`config.mk`:
```
export PLATFORM = sky130hd
export DESIGN_NAME = peripheral_msi_slave_port_qos_ahb4
export DESIGN_NICKNAME = d
export VERILOG_FILES = /design/src/rtl/peripheral_msi_ahb4_pkg.sv /design/src/rtl/peripheral_msi_rr_select_ahb4.sv /design/src/rtl/peripheral_msi_slave_port_qos_ahb4.sv
export SDC_FILE = /design/constraint.sdc
export NUM_CORES = 1
export LEC_CHECK = 0
export CAP_MARGIN = 20
export CORE_AREA = 2 2 405 407
export DETAILED_ROUTE_END_ITERATION = 12
export DIE_AREA = 0 0 407 409
export GPL_TIMING_DRIVEN = 0
export PLACE_DENSITY = 0.38
export REMOVE_ABC_BUFFERS = 1
export SYNTH_ARGS = -nofsm -noshare
export SYNTH_HDL_FRONTEND = slang
export SYNTH_SLANG_ARGS = --single-unit
```
`constraint.sdc`:
```
create_clock -name HCLK -period 33.3 [get_ports HCLK]
set_input_delay 3.33 -clock HCLK [delete_from_list [all_inputs] [get_ports HCLK]]
set_output_delay 3.33 -clock HCLK [all_outputs]
set_load 0.005 [all_outputs]
```
`src/rtl/peripheral_msi_ahb4_pkg.sv`:
```
// Shared AHB transfer encodings and arbiter state type for the QoS slave-port
// arbiter and its helpers.
package peripheral_msi_ahb4_pkg;

    localparam logic [1:0] HTRANS_IDLE   = 2'b00;
    localparam logic [1:0] HTRANS_BUSY   = 2'b01;
    localparam logic [1:0] HTRANS_NONSEQ = 2'b10;
    localparam logic [1:0] HTRANS_SEQ    = 2'b11;

    typedef enum logic [1:0] {
        ST_IDLE   = 2'b00,
        ST_OWNED  = 2'b01,
        ST_LOCKED = 2'b10
    } arb_state_e;

endpackage

```
`src/rtl/peripheral_msi_rr_select_ahb4.sv`:
```
// Round-robin pick: the first pending master strictly after the one-hot 'last',
// wrapping around; returns one-hot (all zero when nothing is pending).
module peripheral_msi_rr_select_ahb4 #(
    parameter int N = 5
) (
    input  logic [N-1:0] pending,
    input  logic [N-1:0] last,
    output logic [N-1:0] next
);
    localparam int IW = (N > 1) ? $clog2(N) : 1;

    logic [IW-1:0] last_idx;

    always_comb begin
        last_idx = '0;
        for (int n = 0; n < N; n++) begin
            if (last[n]) last_idx = IW'(n);
        end
    end

    // Walk from the farthest candidate inwards so the nearest one wins.
    always_comb begin
        next = '0;
        for (int k = N; k >= 1; k--) begin
            if (pending[IW'((int'(last_idx) + k) % N)]) begin
                next = N'(1) << ((int'(last_idx) + k) % N);
            end
        end
    end

endmodule

```
`src/rtl/peripheral_msi_slave_port_qos_ahb4.sv`:
```
// Multi-master AHB slave-port arbiter: priority with per-level round-robin,
// age-based starvation promotion, lock retention and one-cycle grant latency.
module peripheral_msi_slave_port_qos_ahb4
    import peripheral_msi_ahb4_pkg::*;
#(
    parameter int PLEN      = 64,
    parameter int XLEN      = 64,
    parameter int MASTERS   = 5,
    parameter int PRIO_BITS = 3,
    parameter int AGE_LIMIT = 15
) (
    input  logic                              HCLK,
    input  logic                              HRESETn,
    input  logic [MASTERS-1:0][PRIO_BITS-1:0] mstpriority,
    input  logic [MASTERS-1:0]                mstHSEL,
    input  logic [MASTERS-1:0][PLEN-1:0]      mstHADDR,
    input  logic [MASTERS-1:0][XLEN-1:0]      mstHWDATA,
    input  logic [MASTERS-1:0]                mstHWRITE,
    input  logic [MASTERS-1:0][2:0]           mstHSIZE,
    input  logic [MASTERS-1:0][2:0]           mstHBURST,
    input  logic [MASTERS-1:0][3:0]           mstHPROT,
    input  logic [MASTERS-1:0][1:0]           mstHTRANS,
    input  logic [MASTERS-1:0]                mstHMASTLOCK,
    input  logic [MASTERS-1:0]                mstHREADY,
    output logic [XLEN-1:0]                   mstHRDATA,
    output logic                              mstHREADYOUT,
    output logic                              mstHRESP,
    output logic                              slv_HSEL,
    output logic [PLEN-1:0]                   slv_HADDR,
    output logic [XLEN-1:0]                   slv_HWDATA,
    output logic                              slv_HWRITE,
    output logic [2:0]                        slv_HSIZE,
    output logic [2:0]                        slv_HBURST,
    output logic [3:0]                        slv_HPROT,
    output logic [1:0]                        slv_HTRANS,
    output logic                              slv_HMASTLOCK,
    output logic                              slv_HREADYOUT,
    input  logic [XLEN-1:0]                   slv_HRDATA,
    input  logic                              slv_HREADY,
    input  logic                              slv_HRESP,
    input  logic [MASTERS-1:0]                can_switch,
    output logic [MASTERS-1:0]                granted_master,
    output logic [MASTERS-1:0]                starved
);
    localparam int IW     = (MASTERS > 1) ? $clog2(MASTERS) : 1;
    localparam int LVL_W  = PRIO_BITS + 1;
    localparam int LEVELS = (1 << PRIO_BITS) + 1;
    localparam int AW     = $clog2(AGE_LIMIT + 1);
    localparam logic [LVL_W-1:0] STARVED_LVL = LVL_W'(1 << PRIO_BITS);
    localparam logic [AW-1:0]    AGE_MAX     = AW'(AGE_LIMIT);

    arb_state_e         state_q, state_d;
    logic [MASTERS-1:0] granted_q, granted_d;
    logic [IW-1:0]      gidx_q, gidx_d;
    logic [IW-1:0]      widx_q, widx_d;
    logic               first_q, first_d;

    logic [MASTERS-1:0][LVL_W-1:0] eff;
    logic [LEVELS-1:0][MASTERS-1:0] last_rec;
    logic [LVL_W-1:0]   top_lvl;
    logic [MASTERS-1:0] cand, rr_next, pending;
    logic               any_req, grant_upd, grant_chg;
    logic [1:0]         trans_raw;

    genvar gi;

    // Starved masters sit one level above every programmable priority.
    generate
        for (gi = 0; gi < MASTERS; gi++) begin : g_mst
            logic [AW-1:0] age_q, age_d;

            assign starved[gi] = (age_q == AGE_MAX);
            assign eff[gi]     = starved[gi] ? STARVED_LVL : {1'b0, mstpriority[gi]};

            always_comb begin
                age_d = age_q;
                if (!mstHSEL[gi] || granted_q[gi]) age_d = '0;
                else if (age_q != AGE_MAX)         age_d = age_q + 1'b1;
            end

            always_ff @(posedge HCLK or negedge HRESETn) begin
                if (!HRESETn) age_q <= '0;
                else          age_q <= age_d;
            end
        end

        for (gi = 0; gi < LEVELS; gi++) begin : g_lvl
            logic [MASTERS-1:0] rec_q, rec_d;

            always_comb begin
                rec_d = rec_q;
                if (grant_upd && any_req && (top_lvl == LVL_W'(gi))) rec_d = pending;
            end

            always_ff @(posedge HCLK or negedge HRESETn) begin
                if (!HRESETn) rec_q <= MASTERS'(1);
                else          rec_q <= rec_d;
            end

            assign last_rec[gi] = rec_q;
        end
    endgenerate

    always_comb begin
        any_req = |mstHSEL;
        top_lvl = '0;
        for (int n = 0; n < MASTERS; n++) begin
            if (mstHSEL[n] && (eff[n] > top_lvl)) top_lvl = eff[n];
        end
        cand = '0;
        for (int n = 0; n < MASTERS; n++) begin
            cand[n] = mstHSEL[n] && (eff[n] == top_lvl);
        end
    end

    peripheral_msi_rr_select_ahb4 #(
        .N (MASTERS)
    ) u_rr (
        .pending (cand),
        .last    (last_rec[top_lvl]),
        .next    (rr_next)
    );

    assign pending   = any_req ? rr_next : granted_q;
    assign trans_raw = mstHTRANS[gidx_q];

    always_comb begin
        grant_upd = slv_HREADY && (state_q != ST_LOCKED) &&
                    (can_switch[gidx_q] || (state_q == ST_IDLE));
        grant_chg = grant_upd && (pending != granted_q);
        granted_d = grant_upd ? pending : granted_q;
        gidx_d    = '0;
        for (int n = 0; n < MASTERS; n++) begin
            if (granted_d[n]) gidx_d = IW'(n);
        end
        widx_d  = slv_HREADY ? gidx_q : widx_q;
        first_d = first_q;
        if (grant_chg) begin
            first_d = 1'b1;
        end else if (slv_HREADY && slv_HSEL &&
                     (trans_raw != HTRANS_IDLE) && (trans_raw != HTRANS_BUSY)) begin
            first_d = 1'b0;
        end
    end

    always_comb begin
        state_d = state_q;
        case (state_q)
            ST_LOCKED: if (slv_HREADY && !slv_HMASTLOCK) state_d = ST_OWNED;
            default: begin
                if (slv_HREADY && slv_HMASTLOCK) state_d = ST_LOCKED;
                else if (!slv_HSEL)              state_d = ST_IDLE;
                else                             state_d = ST_OWNED;
            end
        endcase
    end

    always_ff @(posedge HCLK or negedge HRESETn) begin
        if (!HRESETn) begin
            state_q   <= ST_IDLE;
            granted_q <= MASTERS'(1);
            gidx_q    <= '0;
            widx_q    <= '0;
            first_q   <= 1'b1;
        end else begin
            state_q   <= state_d;
            granted_q <= granted_d;
            gidx_q    <= gidx_d;
            widx_q    <= widx_d;
            first_q   <= first_d;
        end
    end

    // A new owner continuing a burst must restart it as NONSEQ at the slave.
    assign slv_HTRANS     = (first_q && (trans_raw == HTRANS_SEQ)) ? HTRANS_NONSEQ : trans_raw;
    assign slv_HSEL       = mstHSEL[gidx_q];
    assign slv_HADDR      = mstHADDR[gidx_q];
    assign slv_HWRITE     = mstHWRITE[gidx_q];
    assign slv_HSIZE      = mstHSIZE[gidx_q];
    assign slv_HBURST     = mstHBURST[gidx_q];
    assign slv_HPROT      = mstHPROT[gidx_q];
    assign slv_HMASTLOCK  = mstHMASTLOCK[gidx_q];
    assign slv_HREADYOUT  = mstHREADY[gidx_q];
    assign slv_HWDATA     = mstHWDATA[widx_q];
    assign mstHRDATA      = slv_HRDATA;
    assign mstHREADYOUT   = slv_HREADY;
    assign mstHRESP       = slv_HRESP;
    assign granted_master = granted_q;

endmodule

```
==> qor.yml, run 1 <==
status: "completed"
ff2ff_setup_slack_ns: 19.04
max_clock_freq_mhz: 58.9
crit_path_end_kind: "register"
slew_viol_final: 0
coreArea_um2: 162000
use_met3: 0.0725
crit_top_cell: "ha_1"
r2r_end: "g_lvl[3].rec_q[1]$_DFFE_PN0P_"
cts.sinks: 69
drive_above_1_share: 0.0879
ant_nets: 0
ir_worst_vdd_mv: 0.0347
clock-root-buffer: "clkbuf_16"
maxCapViolCount: 0
power.density_nw_per_um2: 82.5
rsz0062_at_grt: "false"
top_usage_layer: "met2"
slew_headroom: 0.172
required_ns: 33.51
die_y_um: 409
cp-endpoint: "g_lvl[3].rec_q[1]$_DFFE_PN0P_"
cts_buffers: 9
clock_skew_ns: 0.0108
yosys_warnings: 0
start_util: 0.0747
whs_ns: 0.484
vias: 15900
gr-usage-met1: 0.191
fin_tns_setup_ns: 0
viasPerCell: 3.56
post_cts_buffers: 0
crit_path_max_incr_delay_ns: 0.90
route.detailed.drc: 0
insertion_delay_ns: 0.35
cts_resized: 0
netlist-cell-type-count: 105
period_minus_slack_ns: 16.99
cts_max_path_buffers: 2
die-area_um2: 166000
crit_slowest_cell: "nor2_1"
path_depth: 44
grt_max_degree: 65
first_pass_iters: 5
final_common_cell: "clkdlybuf4s50_1"
io_buffers: 897
crit_start: "mstHSEL[0]"
finalWirelength_mm: 126
first_global_vias: 15400
ioPinCount: 1028
dieWidth_um: 407
hold_viol_final: 0
layout_common_cells: "896 x clkdlybuf4s50_1, 178 x mux2i_1, 144 x nand2_1"
leakage_nw: 8.38
r2r-start: "g_mst[0].age_q[0]$_DFFE_PN0P_"
async_flop_share: 1.00
cts_tree: "built"
avgSynthCellArea_um2: 7.91
r2r_cells: 45
synth_edf_count: 0
ys.flop_type: "dfrtp_1"
cp.arrival_ns: 17.19
crit_fanout: 25
cpLargestDelayFamily: "compound AO/OA/AOI/OAI gates"
finalSetupViolations: 0
grt_pass1_wl_mm: 158
gp_congestion: 0.920
cts.clk_slew.worst_paths_ns: 0.07
worst_pin_slew_ns: 1.23
ctsHoldBuffers: 0
rows: 148
use_met2: 0.201
ys_seq_elements: 69
first_iter_violations: 1143
cts_max_level: 3
syn_to_final_growth_pct: 95.6
cp_num_buf_inv: 3
crit_type: "in -> reg"
finalNetCount: 3114
postSynthCellCount: 1529
yosysSeqAreaShare: 0.143
min_path_type: "reg -> reg"
synth_area_um2: 12100
fin_crit_sh: 0.510
antenna_found_initial: 49
start_kind: "input port"
overflow: 0
grt_use_total: 0.142
wl_per_cell_um: 28.1
post-dp-hpwl_mm: 109
-- area by class of cell --
| cell class | count | area, um2 |
|---|---|---|
| Inverter | 96 | 364 |
| Antenna cell | 11 | 27.5 |
| Sequential cell | 69 | 1750 |
| Clock inverter | 7 | 105 |
| Tap cell | 2175 | 2720 |
| Clock buffer | 9 | 225 |
| Fill cell | 18400 | 138000 |
| Multi-Input combinational cell | 1185 | 9050 |
| Timing Repair Buffer | 920 | 9410 |
-- report_power, final --
group          switching, mW  total (mW)  leakage, nW  internal, mW
clock network         0.0438       0.111        0.159        0.0668
logic                  0.976        1.66         7.32         0.685
registers             0.0671       0.182        0.903         0.115
total                   1.09        1.95         8.38         0.866
-- worst min path at each step --
stage               cells past startpoint                       endpoint  slack, ns                     startpoint
global route                            2  g_lvl[0].rec_q[1]$_DFFE_PN0P_       0.52  g_lvl[0].rec_q[1]$_DFFE_PN0P_
finish                                  2  g_lvl[0].rec_q[1]$_DFFE_PN0P_       0.48  g_lvl[0].rec_q[1]$_DFFE_PN0P_
CTS                                     2  g_lvl[0].rec_q[1]$_DFFE_PN0P_       0.49  g_lvl[0].rec_q[1]$_DFFE_PN0P_
global placement                        2  g_lvl[0].rec_q[1]$_DFFE_PN0P_       0.46  g_lvl[0].rec_q[1]$_DFFE_PN0P_
floorplan                               2  g_lvl[0].rec_q[1]$_DFFE_PN0P_       0.45  g_lvl[0].rec_q[1]$_DFFE_PN0P_
detailed placement                      2  g_lvl[0].rec_q[1]$_DFFE_PN0P_       0.47  g_lvl[0].rec_q[1]$_DFFE_PN0P_
-- flip-flops by register name, summed over array words and instances, names as in the netlist --
signal / count
first_q: 1
g_lvl.rec_q: 36
g_mst.age_q: 20
gidx_q: 2
granted_master: 5
state_q: 2
widx_q: 3
-- Yosys cell counts, types with 4 or more instances --
cell	instances	area [um2]
buf_6	6	67.6
buf_2	8	40.0
o22ai_1	83	519
o21ai_1	11	55.1
inv_1	92	345
o21a_1	7	52.6
nand4_1	19	119
nand2b_1	7	43.8
o211ai_1	13	97.6
ha_1	25	313
o311a_1	4	40.0
mux4_2	66	1490
nor3b_1	7	52.6
o211ai_2	4	50.1
and2_1	6	37.5
mux2i_1	178	1780
a211oi_1	8	60.1
a22oi_1	4	30.0
o21ai_0	94	470
nor3_1	24	120
nor2_1	135	507
a31oi_1	15	93.8
nand2_1	145	544
dfrtp_1	67	1680
a21o_1	9	67.6
or3_1	6	37.5
and3_1	6	37.5
nand3_1	30	150
a21oi_1	114	571
nor2b_1	6	37.5
buf_4	70	526
mux2_2	30	338
o2111ai_1	4	35.0
buf_1	28	105
o211a_1	7	70.1
a41oi_1	4	35.0
clkbuf_1	67	251
a211o_1	5	43.8
a21oi_2	4	35.0
xnor2_1	12	105
-- cells by family after synthesis --
family | count (synthesis) | share of synthesized area
AO/OA/AOI/OAI | 448 | 0.244
XOR/XNOR | 13 | 0.00941
adder cells (fa/ha/maj) | 25 | 0.0259
buffers and inverters | 275 | 0.112
flip-flops | 69 | 0.143
multiplexers | 279 | 0.305
AND/OR/NAND/NOR | 420 | 0.162
-- worst reg2reg max path: cells and delay by family, from the launching register on --
family	cells	cell delay, ns
and+or+nand+nor	15	3.54
buffers and inverters	3	0.78
adders and majority gates	6	2.09
DFF	1	0.41
muxes	3	1.05
AOI/OAI and AO/OA	18	6.21
-- metrics by stage --
step	power (mW)	setup WS (ns)	cells	area, um2	utilization
floorplan	0.888	18.93	1350	11100	-
finish	1.95	16.31	4472	23700	0.146
CTS	1.99	16.38	4460	23600	0.146
global route	2.09	15.41	4464	23600	0.146
detailed placement	1.87	16.03	4444	23300	0.144
global placement	1.92	14.21	4422	22800	0.141
-- per-layer routing --
layer | part of all wire | up-vias
li1 | - | 7136
met1 | 0.45 | 7817
met2 | 0.40 | 814
met3 | 0.13 | 97
met4 | 0.016 | 38
met5 | 0.0021 | -
No activity file was read; power rests on OpenSTA's default activity.
==> run 2, diff against run 1 <==
--- a/config.mk
+++ b/config.mk
@@ -6,11 +6,11 @@
 export NUM_CORES = 1
 export LEC_CHECK = 0
 export CAP_MARGIN = 20
-export CORE_AREA = 2 2 405 407
+export CORE_AREA = 2 2 400 402
 export DETAILED_ROUTE_END_ITERATION = 12
-export DIE_AREA = 0 0 407 409
+export DIE_AREA = 0 0 402 404
 export GPL_TIMING_DRIVEN = 0
-export PLACE_DENSITY = 0.38
+export PLACE_DENSITY = 0.39
 export REMOVE_ABC_BUFFERS = 1
 export SYNTH_ARGS = -nofsm -noshare
 export SYNTH_HDL_FRONTEND = slang
==> constraint.sdc (replaced) <==
create_clock -name HCLK -period 13.8 [get_ports HCLK]
set_input_delay 1.38 -clock HCLK [delete_from_list [all_inputs] [get_ports HCLK]]
set_output_delay 1.38 -clock HCLK [all_outputs]
set_load 0.005 [all_outputs]
==> run 2 against run 1 <==
Routed wire length is 4.4% higher. Critical path type unchanged. Die area shrank 2.4%. Largest cell class unchanged. Total power rose by 150%. Clock-buffer cell count stayed put. Flip-flop and latch count stayed put. Global-route usage is 1.2 points higher. Critical path depth up 2. Sequential power increased by 110%. Worst hold slack improved by 0.0090 ns.
==> qor.yml, run 2 (same netlist as run 1, synthesis figures left out) <==
status: "completed"
clock-root-buffer: "clkbuf_16"
io_buffers: 897
fin_tns_setup_ns: 0
coreArea_um2: 158000
largest_register: "g_lvl.rec_q"
fin_util: 0.150
p_total_mw: 4.80
max_clock_freq_mhz: 76.7
cts_tree: "built"
clock_skew_ns: 0.0126
route.detailed.drc: 0
worst_pin_slew_ns: 1.11
cts_buffers: 9
finalNetCount: 3123
crit_type: "in -> reg"
finalSetupViolations: 0
final_common_cell: "clkdlybuf4s50_1"
grt_pass1_wl_mm: 165
crit_top_cell: "ha_1"
crit_path_max_incr_delay_ns: 0.68
syn_to_final_growth_pct: 95.9
power.density_nw_per_um2: 203
slew_viol_final: 0
required_ns: 14.05
finalWirelength_mm: 131
place_ws_ns: -1.04
cts.sinks: 69
crit_fanout: 23
rsz0062_at_grt: "false"
fin_area_um2: 23700
drive_above_1_share: 0.0980
cpLargestDelayFamily: "compound AO/OA/AOI/OAI gates"
largest_register_ffs: 36
cts_max_path_buffers: 2
slew_headroom: 0.253
grt_use_total: 0.153
first_global_vias: 15700
leakage_nw: 8.45
cp.arrival_ns: 13.29
ant_nets: 0
dieWidth_um: 402
crit_slowest_cell: "clkdlybuf4s50_1"
start_util: 0.0767
ctsHoldBuffers: 0
die-area_um2: 162000
cp_num_buf_inv: 4
start_kind: "input port"
crit_path_end_kind: "register"
antenna_found_initial: 48
min_path_type: "reg -> reg"
wl_per_cell_um: 30.0
die_y_um: 404
period_minus_slack_ns: 13.03
gp_congestion: 0.905
timing.final.ws_setup_ns: 0.768
insertion_delay_ns: 0.36
cts_max_level: 3
post-dp-hpwl_mm: 114
cts.clk_slew.worst_paths_ns: 0.07
fin_crit_sh: 0.944
ff2ff_setup_slack_ns: 1.21
layout_common_cells: "895 x clkdlybuf4s50_1, 177 x mux2i_1, 142 x nand2_1"
rows: 146
viasPerCell: 3.64
first_iter_violations: 1155
grt_max_degree: 64
dpl_cell_area_um2: 23200
vias: 15900
first_pass_iters: 5
ioPinCount: 1028
overflow: 0
maxCapViolCount: 0
ir_worst_vdd_mv: 0.0966
hold_viol_final: 0
## run 2: cell types whose count changed in the layout (fill, tap and decap cells not counted), moves of 2 or more
| cell | delta |
|---|---|
| buf_4 | +7 |
| diode_2 | -6 |
| nand2_1 | -2 |
| nand2_2 | +2 |
| nor2_1 | -2 |
| o211a_1 | -2 |
| o21a_1 | -2 |
| o21ai_2 | +2 |
## run 2: per-stage QoR
stage,hold WS [ns],cells
finish,0.493,4372
global placement,0.465,4319
detailed placement,0.478,4343
CTS,0.494,4359
floorplan,0.448,1350
global route,0.525,4367
## run 2: cell type report
type,instances,area (um2)
inverters,96,370
multi-input cells,1185,9140
flip-flops and latches,69,1750
clock buffers,9,225
clock inverters,7,105
repair buffers,929,9500
diodes,5,12.5
fillers,17900,134000
well taps,2072,2590
## run 2: layer usage
metal | global-route usage | wire length [um] | vias up
met1 | 0.203 | 58200 | 7811
met3 | 0.0806 | 16300 | 109
met4 | 0.0231 | 2190 | 36
li1 | - | - | 7144
met2 | 0.222 | 54100 | 814
met5 | 0.00416 | 288 | -
## run 2: repair_timing
item / in CTS / in global routing
endpoints found under the setup margin: 44 / 44
buffers inserted: 0 / 7
resized for setup: 4 / 20
pin swaps: 0 / 2
## run 2: path summary, 6_finish.rpt
path / from / to / depth (start not counted)
setup / recovery: mstpriority[2] / first_q$_DFFE_PN1P_ / 46
hold / removal: g_lvl[1].rec_q[1]$_DFFE_PN0P_ / g_lvl[1].rec_q[1]$_DFFE_PN0P_ / 2
setup reg to reg: g_mst[0].age_q[0]$_DFFE_PN0P_ / first_q$_DFFE_PN1P_ / 47
hold reg to reg: g_lvl[1].rec_q[1]$_DFFE_PN0P_ / g_lvl[1].rec_q[1]$_DFFE_PN0P_ / 2
max in group asynchronous: HRESETn / first_q$_DFFE_PN1P_ / 2
min in group asynchronous: HRESETn / g_lvl[3].rec_q[2]$_DFFE_PN0P_ / 1
## run 2: worst min-delay path, cell delays in order (launching register included)
cell and delay (ns):
dfrtp_1 0.34, nand2_1 0.05, o21ai_1 0.06
## run 2: power breakdown
group / total, mW / internal (mW) / switching (mW)
combinational: 4.15 / 1.68 / 2.46
clock: 0.267 / 0.161 / 0.106
sequential: 0.391 / 0.279 / 0.113
total: 4.80 / 2.12 / 2.68
